### src/rtl/seg7_pkg.sv
// Shared types and helpers for the 7-segment scan controller.
// Optional leading-zero blanking: SEG7_LEADING_ZERO_BLANK_EN.
package seg7_pkg;

  typedef enum logic [1:0] {
    IDLE,
    BLANK,
    DRIVE
  } scan_state_t;

  localparam logic [6:0] SEG_OFF = 7'h7F;

  function automatic int digit_cycles(
    input int clk_hz,
    input int refresh_hz
  );
    return clk_hz / refresh_hz;
  endfunction

endpackage

### src/rtl/seg7_hex_decode.sv
// Hex nibble to active-low segments, [6]=A .. [0]=G.
// Shared by all digits of seg7_scan_ctrl.
module seg7_hex_decode
  import seg7_pkg::*;
(
  input  logic [3:0] i_Nibble,
  output logic [6:0] o_Segments
);

  always_comb begin
    o_Segments = SEG_OFF;
    unique case (i_Nibble)
      4'h0: o_Segments = 7'h01;
      4'h1: o_Segments = 7'h4F;
      4'h2: o_Segments = 7'h12;
      4'h3: o_Segments = 7'h06;
      4'h4: o_Segments = 7'h4C;
      4'h5: o_Segments = 7'h24;
      4'h6: o_Segments = 7'h20;
      4'h7: o_Segments = 7'h0F;
      4'h8: o_Segments = 7'h00;
      4'h9: o_Segments = 7'h04;
      4'hA: o_Segments = 7'h08;
      4'hB: o_Segments = 7'h60;
      4'hC: o_Segments = 7'h31;
      4'hD: o_Segments = 7'h42;
      4'hE: o_Segments = 7'h30;
      4'hF: o_Segments = 7'h38;
    endcase
  end

endmodule

### src/rtl/seg7_scan_ctrl.sv
// N-digit common-anode scan controller with dead-time and frame-aligned loads.
// Optional leading-zero blanking: SEG7_LEADING_ZERO_BLANK_EN.
module seg7_scan_ctrl
  import seg7_pkg::*;
#(
  parameter int NUM_DIGITS   = 4,
  parameter int CLK_HZ       = 25_000_000,
  parameter int REFRESH_HZ   = 1000,
  parameter int BLANK_CYCLES = 16
) (
  input  logic                    i_Clk,
  input  logic                    i_Rst,
  input  logic                    i_Enable,
  input  logic [4*NUM_DIGITS-1:0] i_Value,
  input  logic [NUM_DIGITS-1:0]   i_Dp,
  input  logic                    i_Load,
  output logic                    o_Load_Ready,
  output logic [NUM_DIGITS-1:0]   o_Anode,
  output logic [6:0]              o_Segments,
  output logic                    o_Dp,
  output logic                    o_Frame_Done
);

  localparam int DC = digit_cycles(CLK_HZ, REFRESH_HZ);
  localparam int CW = (DC > 1) ? $clog2(DC) : 1;
  localparam int IW = (NUM_DIGITS > 1) ? $clog2(NUM_DIGITS) : 1;
  localparam int VW = 4 * NUM_DIGITS;
  localparam logic [CW-1:0] CNT_LAST = CW'(DC - 1);
  localparam logic [CW-1:0] BLK_LAST = CW'(BLANK_CYCLES - 1);
  localparam logic [IW-1:0] IDX_LAST = IW'(NUM_DIGITS - 1);

  if (BLANK_CYCLES < 1 || BLANK_CYCLES >= DC) begin : g_bad_blank
    $error("BLANK_CYCLES must be in 1..DIGIT_CYCLES-1");
  end
  if (NUM_DIGITS < 1 || NUM_DIGITS > 8) begin : g_bad_digits
    $error("NUM_DIGITS must be in 1..8");
  end

  scan_state_t           r_State;
  scan_state_t           w_State_Next;
  logic [CW-1:0]         r_Cnt;
  logic [CW-1:0]         w_Cnt_Next;
  logic [IW-1:0]         r_Idx;
  logic [IW-1:0]         w_Idx_Next;
  logic [VW-1:0]         r_Disp_Val;
  logic [VW-1:0]         r_Pend_Val;
  logic [VW-1:0]         w_Disp_Val_Next;
  logic [NUM_DIGITS-1:0] r_Disp_Dp;
  logic [NUM_DIGITS-1:0] r_Pend_Dp;
  logic [NUM_DIGITS-1:0] w_Disp_Dp_Next;
  logic [NUM_DIGITS-1:0] w_Lz_Blank;
  logic                  r_Pend_Valid;
  logic [6:0]            r_Seg;
  logic                  r_Dp;
  logic [6:0]            w_Dec_Seg;
  logic [3:0]            w_Nibble;
  logic                  w_Slot_End;
  logic                  w_Wrap;
  logic                  w_Enter_Blank;
  logic                  w_Xfer;
  logic                  w_Accept;

  assign w_Slot_End    = (r_State == DRIVE) && (r_Cnt == CNT_LAST);
  assign w_Wrap        = w_Slot_End && (r_Idx == IDX_LAST);
  assign w_Enter_Blank = i_Enable && ((r_State == IDLE) || w_Slot_End);
  assign w_Xfer        = r_Pend_Valid && (w_Wrap || (r_State == IDLE));
  assign w_Accept      = i_Load && !r_Pend_Valid;

  // Segments for the next slot are decoded from the post-transfer value
  assign w_Disp_Val_Next = w_Xfer ? r_Pend_Val : r_Disp_Val;
  assign w_Disp_Dp_Next  = w_Xfer ? r_Pend_Dp : r_Disp_Dp;
  assign w_Nibble        = w_Disp_Val_Next[{w_Idx_Next, 2'b00} +: 4];

  seg7_hex_decode u_dec (
    .i_Nibble   (w_Nibble),
    .o_Segments (w_Dec_Seg)
  );

  always_comb begin
    w_Lz_Blank = '0;
`ifdef SEG7_LEADING_ZERO_BLANK_EN
    for (int k = 1; k < NUM_DIGITS; k++) begin
      w_Lz_Blank[k] = ((w_Disp_Val_Next >> (4 * k)) == '0);
    end
`endif
  end

  always_comb begin
    w_Idx_Next = r_Idx;
    if (!i_Enable || r_State == IDLE) begin
      w_Idx_Next = '0;
    end else if (w_Slot_End) begin
      w_Idx_Next = (r_Idx == IDX_LAST) ? '0 : r_Idx + 1'b1;
    end
  end

  assign w_Cnt_Next =
    (!i_Enable || r_State == IDLE || r_Cnt == CNT_LAST)
    ? '0 : r_Cnt + 1'b1;

  always_ff @(posedge i_Clk) begin
    if (i_Rst) begin
      r_State <= IDLE;
      r_Cnt   <= '0;
      r_Idx   <= '0;
    end else begin
      r_State <= w_State_Next;
      r_Cnt   <= w_Cnt_Next;
      r_Idx   <= w_Idx_Next;
    end
  end

  always_comb begin
    w_State_Next = r_State;
    unique case (r_State)
      IDLE:  if (i_Enable) w_State_Next = BLANK;
      BLANK: begin
        if (!i_Enable) w_State_Next = IDLE;
        else if (r_Cnt == BLK_LAST) w_State_Next = DRIVE;
      end
      DRIVE: begin
        if (!i_Enable) w_State_Next = IDLE;
        else if (r_Cnt == CNT_LAST) w_State_Next = BLANK;
      end
      default: w_State_Next = IDLE;
    endcase
  end

  always_comb begin
    o_Anode      = '1;
    o_Frame_Done = w_Wrap;
    if (r_State == DRIVE) o_Anode[r_Idx] = 1'b0;
  end

  always_ff @(posedge i_Clk) begin
    if (i_Rst) begin
      r_Disp_Val   <= '0;
      r_Disp_Dp    <= '0;
      r_Pend_Val   <= '0;
      r_Pend_Dp    <= '0;
      r_Pend_Valid <= 1'b0;
      r_Seg        <= SEG_OFF;
      r_Dp         <= 1'b1;
    end else begin
      if (w_Accept) begin
        r_Pend_Val <= i_Value;
        r_Pend_Dp  <= i_Dp;
      end
      if (w_Xfer) begin
        r_Disp_Val <= r_Pend_Val;
        r_Disp_Dp  <= r_Pend_Dp;
      end
      if (w_Accept) r_Pend_Valid <= 1'b1;
      else if (w_Xfer) r_Pend_Valid <= 1'b0;
      if (!i_Enable) begin
        r_Seg <= SEG_OFF;
        r_Dp  <= 1'b1;
      end else if (w_Enter_Blank) begin
        r_Seg <= w_Lz_Blank[w_Idx_Next] ? SEG_OFF : w_Dec_Seg;
        r_Dp  <= w_Lz_Blank[w_Idx_Next] | ~w_Disp_Dp_Next[w_Idx_Next];
      end
    end
  end

  assign o_Segments   = r_Seg;
  assign o_Dp         = r_Dp;
  assign o_Load_Ready = ~r_Pend_Valid;

endmodule

### config.mk
export PLATFORM = sky130hd
export DESIGN_NAME = seg7_scan_ctrl
export DESIGN_NICKNAME = d
export VERILOG_FILES = /design/src/rtl/seg7_pkg.sv /design/src/rtl/seg7_hex_decode.sv /design/src/rtl/seg7_scan_ctrl.sv
export SDC_FILE = /design/constraint.sdc
export NUM_CORES = 1
export LEC_CHECK = 0
export BUFFER_PORTS_ARGS = -buffer_cell sky130_fd_sc_hd__buf_2
export CAP_MARGIN = 20
export CORE_AREA = 2 2 79 81
export CTS_CLUSTER_DIAMETER = 30
export DETAILED_ROUTE_END_ITERATION = 8
export DIE_AREA = 0 0 81 83
export GPL_TIMING_DRIVEN = 0
export MAX_ROUTING_LAYER = met4
export PLACE_DENSITY = 0.84
export SLEW_MARGIN = 5
export SYNTH_ARGS = -nofsm -noshare
export SYNTH_HDL_FRONTEND = slang
export SYNTH_HIERARCHICAL = 1
export SYNTH_SLANG_ARGS = --single-unit
### constraint.sdc
create_clock -name i_Clk -period 3.5 [get_ports i_Clk]
set_input_delay 0.7 -clock i_Clk [delete_from_list [all_inputs] [get_ports i_Clk]]
set_output_delay 0.7 -clock i_Clk [all_outputs]
set_load 0.01 [all_outputs]
* Word level (Yosys, flattened, before mapping)
Memory sizes are Yosys's and may differ from the RTL's. A register that Yosys moved wholly into a read port is not among the register bits. Cells that the tools add are included.
Storage, ports and cells: latch bits 0, RAM bits 0, bits in registers 61, ROM bits 112, memories kept 1, output and inout bits 14, input bits 24
Cells by class: reductions and logical operators 17, shift-type cells 1, $mul 0, div/mod/pow operators 0, bitwise operators 5, equal/unequal tests 8, $lt $le $gt $ge 3, $add $sub $neg 2, mux-type cells 20
Memory list:
- (no name shown) | words 16, width 7, read ports 1, clocked after Yosys merged registers in 1, write ports 0, line seg7_hex_decode.sv:12 | unique case (i_Nibble)
Operators with widths (count):
- 2-to-1 mux 16 bit | 1
- 2-to-1 mux 2 bit | 8
- variable part select 16 x 5 -> 4 bit | 1
- adder 15 x 1 -> 15 bit (second input constant) | 1
- == test 15 bit (second input constant) | 1
- == test 15 x 4 -> 1 bit (second input constant) | 1
- 2-to-1 mux 4 bit | 2
- logical AND 1 bit | 6
- < comparator 2 x 3 -> 1 bit (second input constant) | 2
- one-hot mux 2 bit (3 select lines) | 1
- 2-to-1 mux 1 bit | 5
- binary-select mux 1 bit (select 2 bit) | 2
- == test 2 bit (second input constant) | 2
- logical OR 1 bit | 4
- NOT 4 bit | 1
- OR reduction 2 bit | 2
- != test 3 x 2 -> 1 bit (second input constant) | 1
- != test 3 bit (second input constant) | 1
- NOT 1 bit | 3
- AND reduction 3 bit | 1
- adder 2 x 1 -> 2 bit (second input constant) | 1
- demux 1 bit (select 2 bit) | 1
- == test 2 x 1 -> 1 bit (second input constant) | 1
- greater-or-equal comparator 2 x 1 -> 1 bit (second input constant) | 1
- other kinds (5) | 6

* Logic depth before layout (Yosys ltp)
depth after elaboration 10, mapped depth 16

* Cells and area by module
Netlist, hierarchy kept.
By module, submodules not included:
- seg7_scan_ctrl | times used 1, area an instance 3047.9 µm², cells each 345
- seg7_hex_decode | times used 1, area an instance 269.0 µm², cells each 33

* Worst setup path after synthesis
OpenSTA, ideal clock, no wires.
kind input -> register, from input i_Enable, to register r_Seg[3] (netlist: o_Segments[3]), path slack 481 ps, data required time 3364 ps, data arrival time 2883 ps, stages on the path 13, buffers on the path 2, cells stage by stage clkbuf_1 > o21a_1 > nand2_1 > mux2i_2 > buf_6 > mux2i_1 > mux2_2 > inv_1 > ha_1 > inv_1 > mux4_2 > nand2_1 > nand3_1
On the way: longest elaborated chain between the ends 4, elaborated cells on any way between the ends 7, classes of those cells 1 x shift; 1 x mux; 1 x bitwise; 4 x reduce/logical
RTL lines:
- from (decl) | line seg7_scan_ctrl.sv:13 | input logic i_Enable,
- zero test 1 bit
- logical OR 1 bit | line seg7_scan_ctrl.sv:90 | if (!i_Enable || r_State == IDLE) begin
- 2-to-1 mux 2 bit | line seg7_scan_ctrl.sv:90
- variable part select 16 x 5 -> 4 bit | line seg7_scan_ctrl.sv:72 | assign w_Nibble = w_Disp_Val_Next[{w_Idx_Next, 2'b00} +: 4];
- net w_Nibble[0] | line seg7_scan_ctrl.sv:56 | logic [3:0] w_Nibble;
- to (decl) | line seg7_scan_ctrl.sv:53 | logic [6:0] r_Seg;
The timed path passes the listed nets, and every way through them passes these cells. A chain may end at the register's enable or synchronous reset.

* Worst setup path after layout
from register r_Cnt[0], to register r_Seg[3] (netlist: o_Segments[3])
On the way: longest elaborated chain between the ends 7, elaborated cells on any way between the ends 11, classes of those cells 1 x eq/ne; 1 x shift; 3 x mux; 6 x reduce/logical
RTL lines:
- from (decl) | line seg7_scan_ctrl.sv:41 | logic [CW-1:0] r_Cnt;
- from (signal assigned) | line seg7_scan_ctrl.sv:108 | r_Cnt <= w_Cnt_Next;
- == test 15 bit * | line seg7_scan_ctrl.sv:63 | assign w_Slot_End = (r_State == DRIVE) && (r_Cnt == CNT_LAST);
- logical AND 1 bit * | line seg7_scan_ctrl.sv:63
- logical AND 1 bit | line seg7_scan_ctrl.sv:64 | assign w_Wrap = w_Slot_End && (r_Idx == IDX_LAST);
- logical OR 1 bit | line seg7_scan_ctrl.sv:66 | assign w_Xfer = r_Pend_Valid && (w_Wrap || (r_State == IDLE));
- logical AND 1 bit | line seg7_scan_ctrl.sv:66
- 2-to-1 mux 16 bit
- variable part select 16 x 5 -> 4 bit * | line seg7_scan_ctrl.sv:72
- net w_Nibble[1] | line seg7_scan_ctrl.sv:56
Mark *: on every way through the listed nets, which the timed path passes. The rest lies on a longest branch.

==> impl_metrics.json <==
{
  "cts_hold_buf": 0,
  "max-slew-margin-rel_pct": 63.0,
  "synth_xor_area_share_pct": 3.43,
  "ios": 38,
  "finalWirelength_um": 7020,
  "dieWidth_um": 81,
  "reg2reg_slack_ps": 170,
  "syn_area_sq_mm": 0.00332,
  "critPathLaunchType": "flip-flop",
  "drtPass1Iterations": 4,
  "met3_usage_pct": 3.37,
  "setup-violations-final": 0,
  "grt_pass1_vias": 2559,
  "yosysSeqAreaShare_pct": 41.0,
  "dieArea_sq_mm": 0.00672,
  "syn_inst": 378,
  "r2r_cells": 15,
  "syn_avg_cell_area_sq_um": 8.77,
  "path_max_fanout": 10,
  "core-area_sq_mm": 0.00582,
  "num_antenna_cells": 0,
  "fin_crit_sh_pct": 95.0,
  "syn2layout_area_growth_pct": 17.2,
  "synth_enable_flop_cells": 0,
  "finalWorstSetupSlack_ps": 174,
  "io_buffers": 35,
  "grt_pass1_wl_um": 11600,
  "synth_compound_area_share_pct": 7.62,
  "post-route-cell-area_sq_mm": 0.00389,
  "drc": 0,
  "crit_arrival_ps": 3550,
  "initial_utilization_pct": 57.0,
  "skew_ps": 11.0,
  "cts_sinks": 68,
  "synthMuxAreaShare_pct": 14.4,
  "ant_nets": 0,
  "tightest_slew_ps": 555,
  "reg2reg_from": "r_Cnt[0]",
  "hp-class": "reg2reg",
  "ys_seq_elements": 68,
  "synthAdderAreaFrac_pct": 4.53,
  "synth-simple-area-share_pct": 24.4,
  "p_leak_uw": 0.00150,
  "antenna_found_initial": 0,
  "cp-endpoint": "o_Segments[3]",
  "yosysWarnings": 6,
  "crit_path_frequent_cell": "inv_1",
  "layout-drive-gt1-share_pct": 20.0,
  "path_depth": 15,
  "dp_hpwl_um": 4950,
  "cts_tree": "built",
  "dpl_worst_slack_ps": 9.18,
  "vias": 2732,
  "hold_viol_final": 0,
  "powerDensity_mw_per_mm2": 440,
  "finalNetCount": 463,
  "placed_area_sq_mm": 0.00359,
  "synth_fp_nets": 414,
  "startpoint": "r_Cnt[0]",
  "numCtsBuffers": 9,
  "crit_family": "multiplexers",
  "cap_violations": 0,
  "final_cell_mix": "74 x nand2_1, 68 x dfxtp_1, 46 x nor2_1",
  "cts-root-buf": "clkbuf_8",
  "crit_buf_inv": 4,
  "dp_cells": 488,
  "final_core_util_pct": 66.8,
  "vdd_drop_max_v": 0.000274,
  "clockBufferDepth": 2,
  "postSynth.asyncResetShare_pct": 0,
  "fin_crit_ps": 3330,
  "layout_commonest_cell": "nand2_1",
  "fin_cells": 506,
  "top_usage_layer": "met2",
  "grt_util_met1_pct": 28.8,
  "synth_ff_type": "dfxtp_1",
  "place.gp.congestion": 0.874,
  "crit_chain": "ha_2 -> and4_2 -> nand4_4 -> o21bai_4 -> buf_6 -> buf_12 -> mux2i_4 -> mux2i_1 -> mux2_2 -> inv_1 -> ha_1 -> inv_1 -> mux4_2 -> nand2_1 -> nand3_1",
  "crit_type": "reg2reg",
  "cp_slowest_cell": "mux4_2",
  "timing.final.max_slew_violations": 0,
  "cts_max_level": 3,
  "fin_setup_tns_ps": 0,
  "viasPerCell": 5.40,
  "chipHeight_um": 83,
  "drt_iter0_markers": 153,
  "max_clock_freq_ghz": 0.301,
  "synth_top_family_by_area": "simple AND/OR/NAND/NOR gates",
  "clock_latency_ps": 350,
  "fillers": 475,
  "track_usage_pct": 22.5,
  "worst_r2r_endpoint": "o_Segments[3]",
  "grt-ovfl-total": 0,
  "clkTransAtPathRegs_ps": 80,
  "synth_cell_types": 49,
  "cp_slowest_stage_delay_ps": 450,
  "cp.required_ps": 3720,
  "grt_use_met2_pct": 34.6,
  "status": "finished clean",
  "cp-end-kind": "flip-flop",
  "row_count": 28,
  "post_drt_wl_per_cell_um": 13.9,
  "grt_max_degree": 13
}
-- layer usage --
metal	wire [um]	share of wire, %	vias to the layer above
li1	-	-	1373
met2	3400	49	54
met3	244	3.5	15
met5	0	0	-
met1	3210	46	1290
met4	158	2.3	0
-- power by group --
part	leakage (uW)	total [uW]	internal (uW)	switching, uW
logic	0.000843	185	80.2	105
registers	0.000553	819	801	18.2
clock network	0.000102	707	398	309
total	0.00150	1710	1280	433
-- registers in the layout, indices dropped and copies added (netlist names) --
signal and count:
r_Cnt 15, r_Pend_Dp 4, r_State 2, r_Pend_Valid 1
r_Disp_Dp 4, o_Segments 7, r_Pend_Val 16, r_Disp_Val 16
o_Dp 1, r_Idx 2
-- area by class of cell --
class / instances / area, sq um / share of cell area [%]
Multi-Input combinational cell: 281 / 1870 / 48.0
Sequential cell: 68 / 1360 / 35.0
Timing Repair Buffer: 38 / 198 / 5.09
Clock buffer: 9 / 124 / 3.19
Buffer: 21 / 124 / 3.19
Tap cell: 75 / 93.8 / 2.41
Clock inverter: 6 / 88.8 / 2.29
Inverter: 8 / 30.0 / 0.773
-- repair_timing --
item | CTS | global route
gates resized for setup | 3 | 10
endpoints found under the setup margin | 2 | 3
buffers inserted | 0 | 3
-- cell usage after synthesis (3+ instances only) --
| cell | instances | area, sq um |
|---|---|---|
| mux2i_1 | 35 | 350 |
| clkbuf_1 | 12 | 45.0 |
| nand2b_1 | 4 | 25.0 |
| xnor2_1 | 7 | 61.3 |
| a21oi_1 | 23 | 115 |
| dfxtp_1 | 68 | 1360 |
| nor3_1 | 5 | 25.0 |
| o21ai_0 | 3 | 15.0 |
| buf_2 | 5 | 25.0 |
| nand2_1 | 74 | 278 |
| nor2_1 | 46 | 173 |
| nor2b_1 | 5 | 31.3 |
| xor2_1 | 6 | 52.6 |
| ha_1 | 12 | 150 |
| inv_1 | 8 | 30.0 |
| nand3_1 | 14 | 70.1 |
| buf_6 | 3 | 33.8 |
| mux2_2 | 8 | 90.1 |
| and3_1 | 6 | 37.5 |
-- worst register-to-register path: cells and delay by family (launching register included) --
kind	cells	cell delay [ps]
compound gates	1	190
flops	1	360
simple gates	4	590
fa+ha+maj	2	380
buf+inv	4	560
mux	4	1140
-- logic make-up after synthesis --
family,count (synthesis)
AND/OR/NAND/NOR,171
AO/OA/AOI/OAI,40
flip-flops,68
adder cells (fa/ha/maj),12
buffers and inverters,29
multiplexers,45
XOR/XNOR,13
-- through the flow --
stage	hold WS, ps	total power [uW]
final	454	1710
after global routing	488	1770
after CTS	457	1710
after detailed placement	440	1010
after global placement	430	1000
after floorplan	418	959
-- how the worst min path moves through the flow --
stage / start / to / slack, ps / cells after the start
3_5_place_dp: r_Cnt[0] / r_Cnt[0] / 440 / 1
6_report: r_Cnt[0] / r_Cnt[0] / 450 / 1
3_3_place_gp: r_Cnt[0] / r_Cnt[0] / 430 / 1
5_1_grt: r_Pend_Val[3] / r_Pend_Val[3] / 490 / 2
2_1_floorplan: r_Cnt[0] / r_Cnt[0] / 420 / 1
4_1_cts: r_Cnt[0] / r_Cnt[0] / 460 / 1
(Power assumes the default switching activity.)
